`src/rtl/fp_pkg.sv`:
```
// Shared types, constants and operand classifiers for the single-precision
// divider datapath.
package fp_pkg;

  typedef struct packed {
    logic       sign;
    logic [7:0] exp;
    logic [22:0] frac;
  } fp32_t;

  localparam logic [31:0] FP_QNAN    = 32'h7fc00000;
  localparam logic [7:0]  FP_INF_EXP = 8'hff;
  localparam int          BIAS       = 127;
  localparam int          QW         = 27;

  typedef enum logic [1:0] {
    IDLE   = 2'd0,
    DIVIDE = 2'd1,
    ROUND  = 2'd2,
    DONE   = 2'd3
  } fp_div_state_t;

  // NaN: all-ones exponent with a nonzero fraction.
  function automatic logic is_nan(input fp32_t x);
    return (x.exp == FP_INF_EXP) && (x.frac != 23'd0);
  endfunction

  // Infinity: all-ones exponent with a zero fraction.
  function automatic logic is_inf(input fp32_t x);
    return (x.exp == FP_INF_EXP) && (x.frac == 23'd0);
  endfunction

  // Zero exponent: true zero or a denormal, which is flushed to zero.
  function automatic logic is_zero(input fp32_t x);
    return (x.exp == 8'd0);
  endfunction

endpackage

```
`src/rtl/fp_mant_div_iter.sv`:
```
// Restoring mantissa divider: one quotient bit per cycle, MSB first.
// A start pulse loads the operands; QW cycles later done rises and q holds
// floor(ma * 2^(QW-1) / mb). rem is the final partial remainder (shifted),
// which is nonzero exactly when the division was inexact.
module fp_mant_div_iter
  import fp_pkg::*;
(
  input  logic        clk,
  input  logic        rst_n,
  input  logic        start,
  input  logic [23:0] ma,
  input  logic [23:0] mb,
  output logic        busy,
  output logic        done,
  output logic [26:0] q,
  output logic [24:0] rem
);

  logic [23:0] mb_r;
  logic [24:0] rem_r;
  logic [26:0] q_r;
  logic [4:0]  cnt_r;
  logic        busy_r;
  logic        done_r;

  logic        ge_s;
  logic [24:0] diff_s;
  logic [24:0] nr_s;

  // Trial subtraction of the divisor from the current partial remainder.
  always_comb begin
    ge_s   = 1'b0;
    diff_s = 25'd0;
    nr_s   = rem_r;
    diff_s = rem_r - {1'b0, mb_r};
    if (rem_r >= {1'b0, mb_r}) begin
      ge_s = 1'b1;
      nr_s = diff_s;
    end else begin
      ge_s = 1'b0;
      nr_s = rem_r;
    end
  end

  // Operand load on start, then one restoring step per cycle until QW bits exist.
  always_ff @(posedge clk or negedge rst_n) begin
    if (!rst_n) begin
      mb_r   <= 24'd0;
      rem_r  <= 25'd0;
      q_r    <= 27'd0;
      cnt_r  <= 5'd0;
      busy_r <= 1'b0;
      done_r <= 1'b0;
    end else if (start) begin
      mb_r   <= mb;
      rem_r  <= {1'b0, ma};
      q_r    <= 27'd0;
      cnt_r  <= 5'd0;
      busy_r <= 1'b1;
      done_r <= 1'b0;
    end else if (busy_r) begin
      rem_r <= nr_s << 1;
      q_r   <= {q_r[25:0], ge_s};
      if (cnt_r == 5'(QW - 1)) begin
        busy_r <= 1'b0;
        done_r <= 1'b1;
      end else begin
        cnt_r <= cnt_r + 5'd1;
      end
    end
  end

  assign busy = busy_r;
  assign done = done_r;
  assign q    = q_r;
  assign rem  = rem_r;

endmodule

```
`src/rtl/fp_divider_seq.sv`:
```
// Sequential IEEE-754 single-precision divider y = a / b.
// Special operands resolve at accept and go straight to DONE; normal operands
// run through the iterative mantissa divider, then one round-to-nearest-even
// cycle. Denormal inputs are flushed to zero and no denormal is produced.
module fp_divider_seq
  import fp_pkg::*;
(
  input  logic        clk,
  input  logic        rst_n,
  input  logic        in_valid,
  output logic        in_ready,
  input  logic [31:0] a,
  input  logic [31:0] b,
  output logic        out_valid,
  input  logic        out_ready,
  output logic [31:0] y,
  output logic        dz
);

  fp_div_state_t state_r, state_n;

  logic               in_ready_r;
  logic               out_valid_r;
  logic               dz_r;
  logic               sign_r;
  logic [31:0]        y_r;
  logic signed [9:0]  exp_r;

  logic               accept_s;
  logic               iter_start_s;
  logic               iter_busy_s;
  logic               iter_done_s;
  logic [26:0]        iter_q_s;
  logic [24:0]        iter_rem_s;

  fp32_t              fa_s;
  fp32_t              fb_s;
  logic               res_sign_s;
  logic signed [9:0]  exp_in_s;
  logic               special_s;
  logic [31:0]        spec_y_s;
  logic               spec_dz_s;

  logic [23:0]        m_pre_s;
  logic               g_s;
  logic               st_s;
  logic               inc_s;
  logic signed [9:0]  e_norm_s;
  logic signed [9:0]  e_rnd_s;
  logic [24:0]        m_sum_s;
  logic [23:0]        m_rnd_s;
  logic [31:0]        round_y_s;

  assign accept_s   = in_valid && in_ready_r;
  assign fa_s       = a;
  assign fb_s       = b;
  assign res_sign_s = a[31] ^ b[31];
  assign exp_in_s   = $signed({2'b00, a[30:23]} - {2'b00, b[30:23]} + 10'(BIAS));

  fp_mant_div_iter u_iter (
    .clk   (clk),
    .rst_n (rst_n),
    .start (iter_start_s),
    .ma    ({1'b1, a[22:0]}),
    .mb    ({1'b1, b[22:0]}),
    .busy  (iter_busy_s),
    .done  (iter_done_s),
    .q     (iter_q_s),
    .rem   (iter_rem_s)
  );

  // Classify operands and pick the early result for NaN/inf/zero cases.
  always_comb begin
    special_s = 1'b0;
    spec_y_s  = 32'd0;
    spec_dz_s = 1'b0;
    if (is_nan(fa_s) || is_nan(fb_s) ||
        (is_zero(fa_s) && is_zero(fb_s)) ||
        (is_inf(fa_s) && is_inf(fb_s))) begin
      special_s = 1'b1;
      spec_y_s  = FP_QNAN;
    end else if (is_inf(fa_s)) begin
      special_s = 1'b1;
      spec_y_s  = {res_sign_s, FP_INF_EXP, 23'd0};
    end else if (is_zero(fb_s)) begin
      special_s = 1'b1;
      spec_y_s  = {res_sign_s, FP_INF_EXP, 23'd0};
      spec_dz_s = 1'b1;
    end else if (is_zero(fa_s) || is_inf(fb_s)) begin
      special_s = 1'b1;
      spec_y_s  = {res_sign_s, 31'd0};
    end else begin
      special_s = 1'b0;
    end
  end

  // Normalise the quotient, round to nearest even, then clamp the exponent range.
  always_comb begin
    m_pre_s   = 24'd0;
    g_s       = 1'b0;
    st_s      = 1'b0;
    e_norm_s  = exp_r;
    inc_s     = 1'b0;
    m_sum_s   = 25'd0;
    m_rnd_s   = 24'd0;
    e_rnd_s   = exp_r;
    round_y_s = 32'd0;
    if (iter_q_s[26]) begin
      m_pre_s  = iter_q_s[26:3];
      g_s      = iter_q_s[2];
      st_s     = (|iter_q_s[1:0]) | (|iter_rem_s);
      e_norm_s = exp_r;
    end else begin
      m_pre_s  = iter_q_s[25:2];
      g_s      = iter_q_s[1];
      st_s     = iter_q_s[0] | (|iter_rem_s);
      e_norm_s = exp_r - 10'sd1;
    end
    inc_s   = g_s && (st_s || m_pre_s[0]);
    m_sum_s = {1'b0, m_pre_s} + {24'd0, inc_s};
    if (m_sum_s[24]) begin
      m_rnd_s = 24'h800000;
      e_rnd_s = e_norm_s + 10'sd1;
    end else begin
      m_rnd_s = m_sum_s[23:0];
      e_rnd_s = e_norm_s;
    end
    if (e_rnd_s >= 10'sd255) begin
      round_y_s = {sign_r, FP_INF_EXP, 23'd0};
    end else if (e_rnd_s <= 10'sd0) begin
      round_y_s = {sign_r, 31'd0};
    end else begin
      round_y_s = {sign_r, e_rnd_s[7:0], m_rnd_s[22:0]};
    end
  end

  // Control FSM next-state and divider start decode.
  always_comb begin
    state_n      = state_r;
    iter_start_s = 1'b0;
    case (state_r)
      IDLE: begin
        if (accept_s) begin
          if (special_s) begin
            state_n = DONE;
          end else begin
            state_n      = DIVIDE;
            iter_start_s = 1'b1;
          end
        end else begin
          state_n = IDLE;
        end
      end
      DIVIDE: begin
        if (iter_done_s && !iter_busy_s) begin
          state_n = ROUND;
        end else begin
          state_n = DIVIDE;
        end
      end
      ROUND: begin
        state_n = DONE;
      end
      DONE: begin
        if (out_ready) begin
          state_n = IDLE;
        end else begin
          state_n = DONE;
        end
      end
      default: begin
        state_n = IDLE;
      end
    endcase
  end

  // State register; in_ready is registered alongside it.
  always_ff @(posedge clk or negedge rst_n) begin
    if (!rst_n) begin
      state_r    <= IDLE;
      in_ready_r <= 1'b1;
    end else begin
      state_r    <= state_n;
      in_ready_r <= (state_n == IDLE);
    end
  end

  // Operand capture at accept and result registers held until transfer.
  always_ff @(posedge clk or negedge rst_n) begin
    if (!rst_n) begin
      sign_r      <= 1'b0;
      exp_r       <= 10'sd0;
      y_r         <= 32'd0;
      dz_r        <= 1'b0;
      out_valid_r <= 1'b0;
    end else begin
      case (state_r)
        IDLE: begin
          if (accept_s) begin
            sign_r <= res_sign_s;
            exp_r  <= exp_in_s;
            if (special_s) begin
              y_r         <= spec_y_s;
              dz_r        <= spec_dz_s;
              out_valid_r <= 1'b1;
            end else begin
              dz_r <= 1'b0;
            end
          end
        end
        ROUND: begin
          y_r         <= round_y_s;
          dz_r        <= 1'b0;
          out_valid_r <= 1'b1;
        end
        DONE: begin
          if (out_ready) begin
            out_valid_r <= 1'b0;
          end
        end
        default: begin
          out_valid_r <= out_valid_r;
        end
      endcase
    end
  end

  assign in_ready  = in_ready_r;
  assign out_valid = out_valid_r;
  assign y         = y_r;
  assign dz        = dz_r;

endmodule
```
`config.mk`:
```
export PLATFORM = sky130hd
export DESIGN_NAME = fp_divider_seq
export DESIGN_NICKNAME = d
export VERILOG_FILES = /design/src/rtl/fp_pkg.sv /design/src/rtl/fp_mant_div_iter.sv /design/src/rtl/fp_divider_seq.sv
export SDC_FILE = /design/constraint.sdc
export NUM_CORES = 1
export LEC_CHECK = 0
export ABC_AREA = 1
export BUFFER_PORTS_ARGS = -buffer_cell sky130_fd_sc_hd__buf_2
export CAP_MARGIN = 10
export CORE_UTILIZATION = 51
export CTS_BUF_LIST = sky130_fd_sc_hd__clkbuf_16
export DETAILED_ROUTE_END_ITERATION = 8
export PLACE_DENSITY = 0.83
export SYNTH_ARGS = -nofsm -noshare
export SYNTH_HDL_FRONTEND = slang
export SYNTH_SLANG_ARGS = --single-unit
```
`constraint.sdc`:
```
create_clock -name clk -period 5.8 [get_ports clk]
set_input_delay 0.29 -clock clk [delete_from_list [all_inputs] [get_ports clk]]
set_output_delay 0.29 -clock clk [all_outputs]
set_load 0.05 [all_outputs]
```
==> impl_results.md <==
- P_int: 0.00347 W
- Share of power burned in registers: 23.7%
- Fin area: 10600 sq um
- Slew at the pin with the worst max-slew slack: 0.980 ns
- Met2 WL: 10800 um
- Antenna Cells: 0
- Post-CTS setup buffer count: 0
- Initial Util: 52.0%
- Wl on met1: 10500 um
- Worst path required time: 6.08 ns
- H-tree depth reported by CTS: 4
- # setup viols final: 0
- RD Place Congestion: 0.911
- Logic gate share of total power: 59.5%
- Hold/Removal Path Class: in -> async
- CTS Sinks: 131
- DRT antenna net count: 0
- Placed cell areas: 9950 sq um
- Max FO, Critical Path: 53
- Grt total ovfl: 0
- R2R depth: 17
- Critical-path cell with the highest stage delay: buf_4
- IO Port Bufs: 102
- Vias in the first global route: 8391
- Final cycle utilization of the critical path: 60.6%
- Die Span X: 137 um
- Pre-Repair DR Iteration Count: 5
- Register area share after synthesis: 35.2%
- Final wirelength: 23000 um
- Drt via density: 5.44
- Util after Layout: 59.2%
- Post-Synth XOR/XNOR Area: 4.51%
- Synth area leaders: dfrtp_1 35%, nand2_1 15%, inv_1 7.5%
- Post-layout minimum cycle time: 3.51 ns
- Avg Synthesized Cell Area: 6.99 sq um
- PwrDens: 657 nW/um^2
- Hold WS: -0.00821 ns
- Crit path cell chain: buf_4 -> o21ai_0 -> nor2_1 -> ha_1 -> nand3_1 -> nor2_2 -> nand2_1 -> inv_2 -> nand3_4 -> o21ai_1 -> nand3_1 -> nor2_1 -> nand3_2 -> nand2_4 -> inv_2 -> nand3_1 -> o21ai_0
- Final Hold Fails: 7
- Lkg Pwr: 5.35 nW
- Clk root buf: clkbuf_16
- Max transition margin: 34.6%
- Via count: 9040
- Initial antenna violation count: 0
- HPWL reported at the end of detailed placement: 16900 um
- Largest family of logic cells by synthesized area: simple AND/OR/NAND/NOR gates
- Longest Clk Path Bufs: 2
- Mux contribution to synthesized area: 0%
- I/O Pins: 103
- Layout cell share with drive strength beyond 1: 13.0%
- Critical path startpoint category: flip-flop
- Status: complete, but fails checks
- Peak supply drop: 0.000433 V
- Area of the core: 17900 sq um
- Number of max-cap violations: 0
- Drt drc: 0
- Synth Flop Type: dfrtp_1
- Asr flop ratio synth: 100%
- Worst R2R End: y[0]
- Compound-gate portion of the synthesized area: 14.9%
- Adder-Cell Fraction of Synth Area: 5.54%
- Largest net degree at the start of global routing: 69
- R2R setup slack: 2.29 ns
- CP max stage delay: 0.44 ns
- Top-area cell type share of the netlist area: 34.9%
- Initial DRC count: 690
- First-pass GRT wire length: 38300 um
- R2r startpoint: u_iter.q[26]
- CTS resizes: 0
- Critical path's most frequent cell: nand3_1
- CTS tree: done
- Final #Nets: 1529
- Worst-path clk slew: 0.06 ns
- Max Slew Vio Count: 0
- Worst path bufs/invs: 3
- CTS buffer count: 17
- Post-synth top cells: 375 x nand2_1, 186 x inv_1, 130 x dfrtp_1, 102 x nor2_1, 96 x o21ai_0
- RSZ-0062 raised after global routing: false
- Area of the die: 18800 sq um
- Critical Path End Type: flip-flop
- Net Sw Frac: 50.2%
- Crit Path Category: reg -> reg
- Distinct cells, synth: 47
- Post-synth EDFFs: 0
- Seq cells post-synth: 131
- Achievable Freq: 0.285 GHz
- Top Family by Delay on Critical Path: simple AND/OR/NAND/NOR gates
- Wire length on met3: 1210 um
- Net count after synthesis: 1440
- GRT Util Overall: 25.8%
- Sw Pwr: 0.00349 W
- Layout area overhead: 13.7%
- Wire length per cell: 13.9 um
- Post-synthesis instance total: 1332
- Worst Clk Skew: 0.00780 ns
- Top Layer Used: met4
- Hold buffer count at cts: 0
- Die height: 137 um
- Row count: 49
- Synthesized area: 9310 sq um
- Clock network fraction of design power: 16.9%
- YS warnings: 0
- Count leader, synth: nand2_1
- Worst Path Arrival: 3.80 ns
- Failing checks: negative hold slack
- TNS Setup: 0 ns
- Post-synthesis simple-gate area fraction: 29.6%
- Clk_lat worst skew: 0.43 ns
- Synth area leader: dfrtp_1
## metal layers
metal	vias up	global-route usage, %
met5	-	0
met4	0	9.10
met3	43	4.81
met2	304	42.8
met1	4163	33.4
li1	4530	-
## worst register-to-register path: stages (launching register included)
cell and delay (ns):
dfrtp_1 0.32, buf_4 0.44, o21ai_0 0.21, nor2_1 0.29
ha_1 0.23, nand3_1 0.11, nor2_2 0.18, nand2_1 0.13
inv_2 0.14, nand3_4 0.14, o21ai_1 0.26, nand3_1 0.10
nor2_1 0.15, nand3_2 0.13, nand2_4 0.20, inv_2 0.16
nand3_1 0.09, o21ai_0 0.09
## how the worst max path moves through the flow
stage	from	cells after the start	end	slack, ns
finish	u_iter.q[26]	17	y[0]	2.29
global placement	u_iter.q[26]	19	y[0]	2.56
floorplan	u_iter.q[26]	24	y[15]	2.72
detailed placement	u_iter.q[26]	17	y[0]	2.39
CTS	u_iter.q[26]	17	y[0]	2.35
global route	u_iter.q[26]	19	y[5]	2.03
## layout make-up
type	instances	area [sq um]
well taps	229	287
flip-flops and latches	131	3280
clock buffers	17	425
repair buffers	110	573
inverters	193	729
clock inverters	15	213
multi-input cells	968	5080
fillers	1579	7310
## stage by stage
| step | cells | setup WS, ns | power, W | hold slack [ns] |
|---|---|---|---|---|
| 6_report | 1663 | 2.29 | 0.00696 | -0.00821 |
| 5_1_grt | 1663 | 2.03 | 0.00755 | 0.0585 |
| 4_1_cts | 1663 | 2.35 | 0.00692 | 0.0195 |
| 3_5_place_dp | 1631 | 2.39 | 0.00568 | 0.451 |
| 3_3_place_gp | 1631 | 2.56 | 0.00559 | 0.441 |
| 2_1_floorplan | 1332 | 2.72 | 0.00486 | -0.00559 |
## placed cells by master, fill, tap and decap left out, types with 4 or more instances in the layout
cell,instances
o22ai_1,28
xor2_1,30
buf_2,101
nor3_1,11
nand3_1,70
o21bai_1,5
ha_1,38
o211ai_1,22
a21oi_1,53
buf_4,9
o21ai_1,12
clkbuf_16,17
dfrtp_1,130
nand4_1,28
nand2_1,375
nand2_2,9
o21ai_2,9
inv_2,4
o21ai_0,96
inv_1,187
nor4_1,20
nor2_1,102
bufinv_16,5
nor2_2,10
xnor2_1,18
## power groups by stage
stage	clock (W)	sequential, W	combinational [W]
after floorplan	0	0.00191	0.00295
after global routing	0.00122	0.00170	0.00463
after detailed placement	0	0.00165	0.00402
after global placement	0	0.00164	0.00395
after CTS	0.00118	0.00164	0.00410
final	0.00118	0.00165	0.00414
## cell families (layout without fill, tap and decap cells)
family / Yosys count / count (layout)
buf+inv: 233 / 335
fa+ha+maj: 40 / 40
xor+xnor: 48 / 48
simple gates: 640 / 640
flops: 131 / 131
compound gates: 240 / 240
## state kept, by name (all words and copies together) (netlist names)
register and cells:
y 32, u_iter.q 27, u_iter.rem 25, u_iter.mb_r 24
exp_r 10, u_iter.cnt_r 5, state_r 2, dz 1
in_ready 1, out_valid 1, sign_r 1, u_iter.busy 1
u_iter.done 1
(Power assumes the default switching activity.)
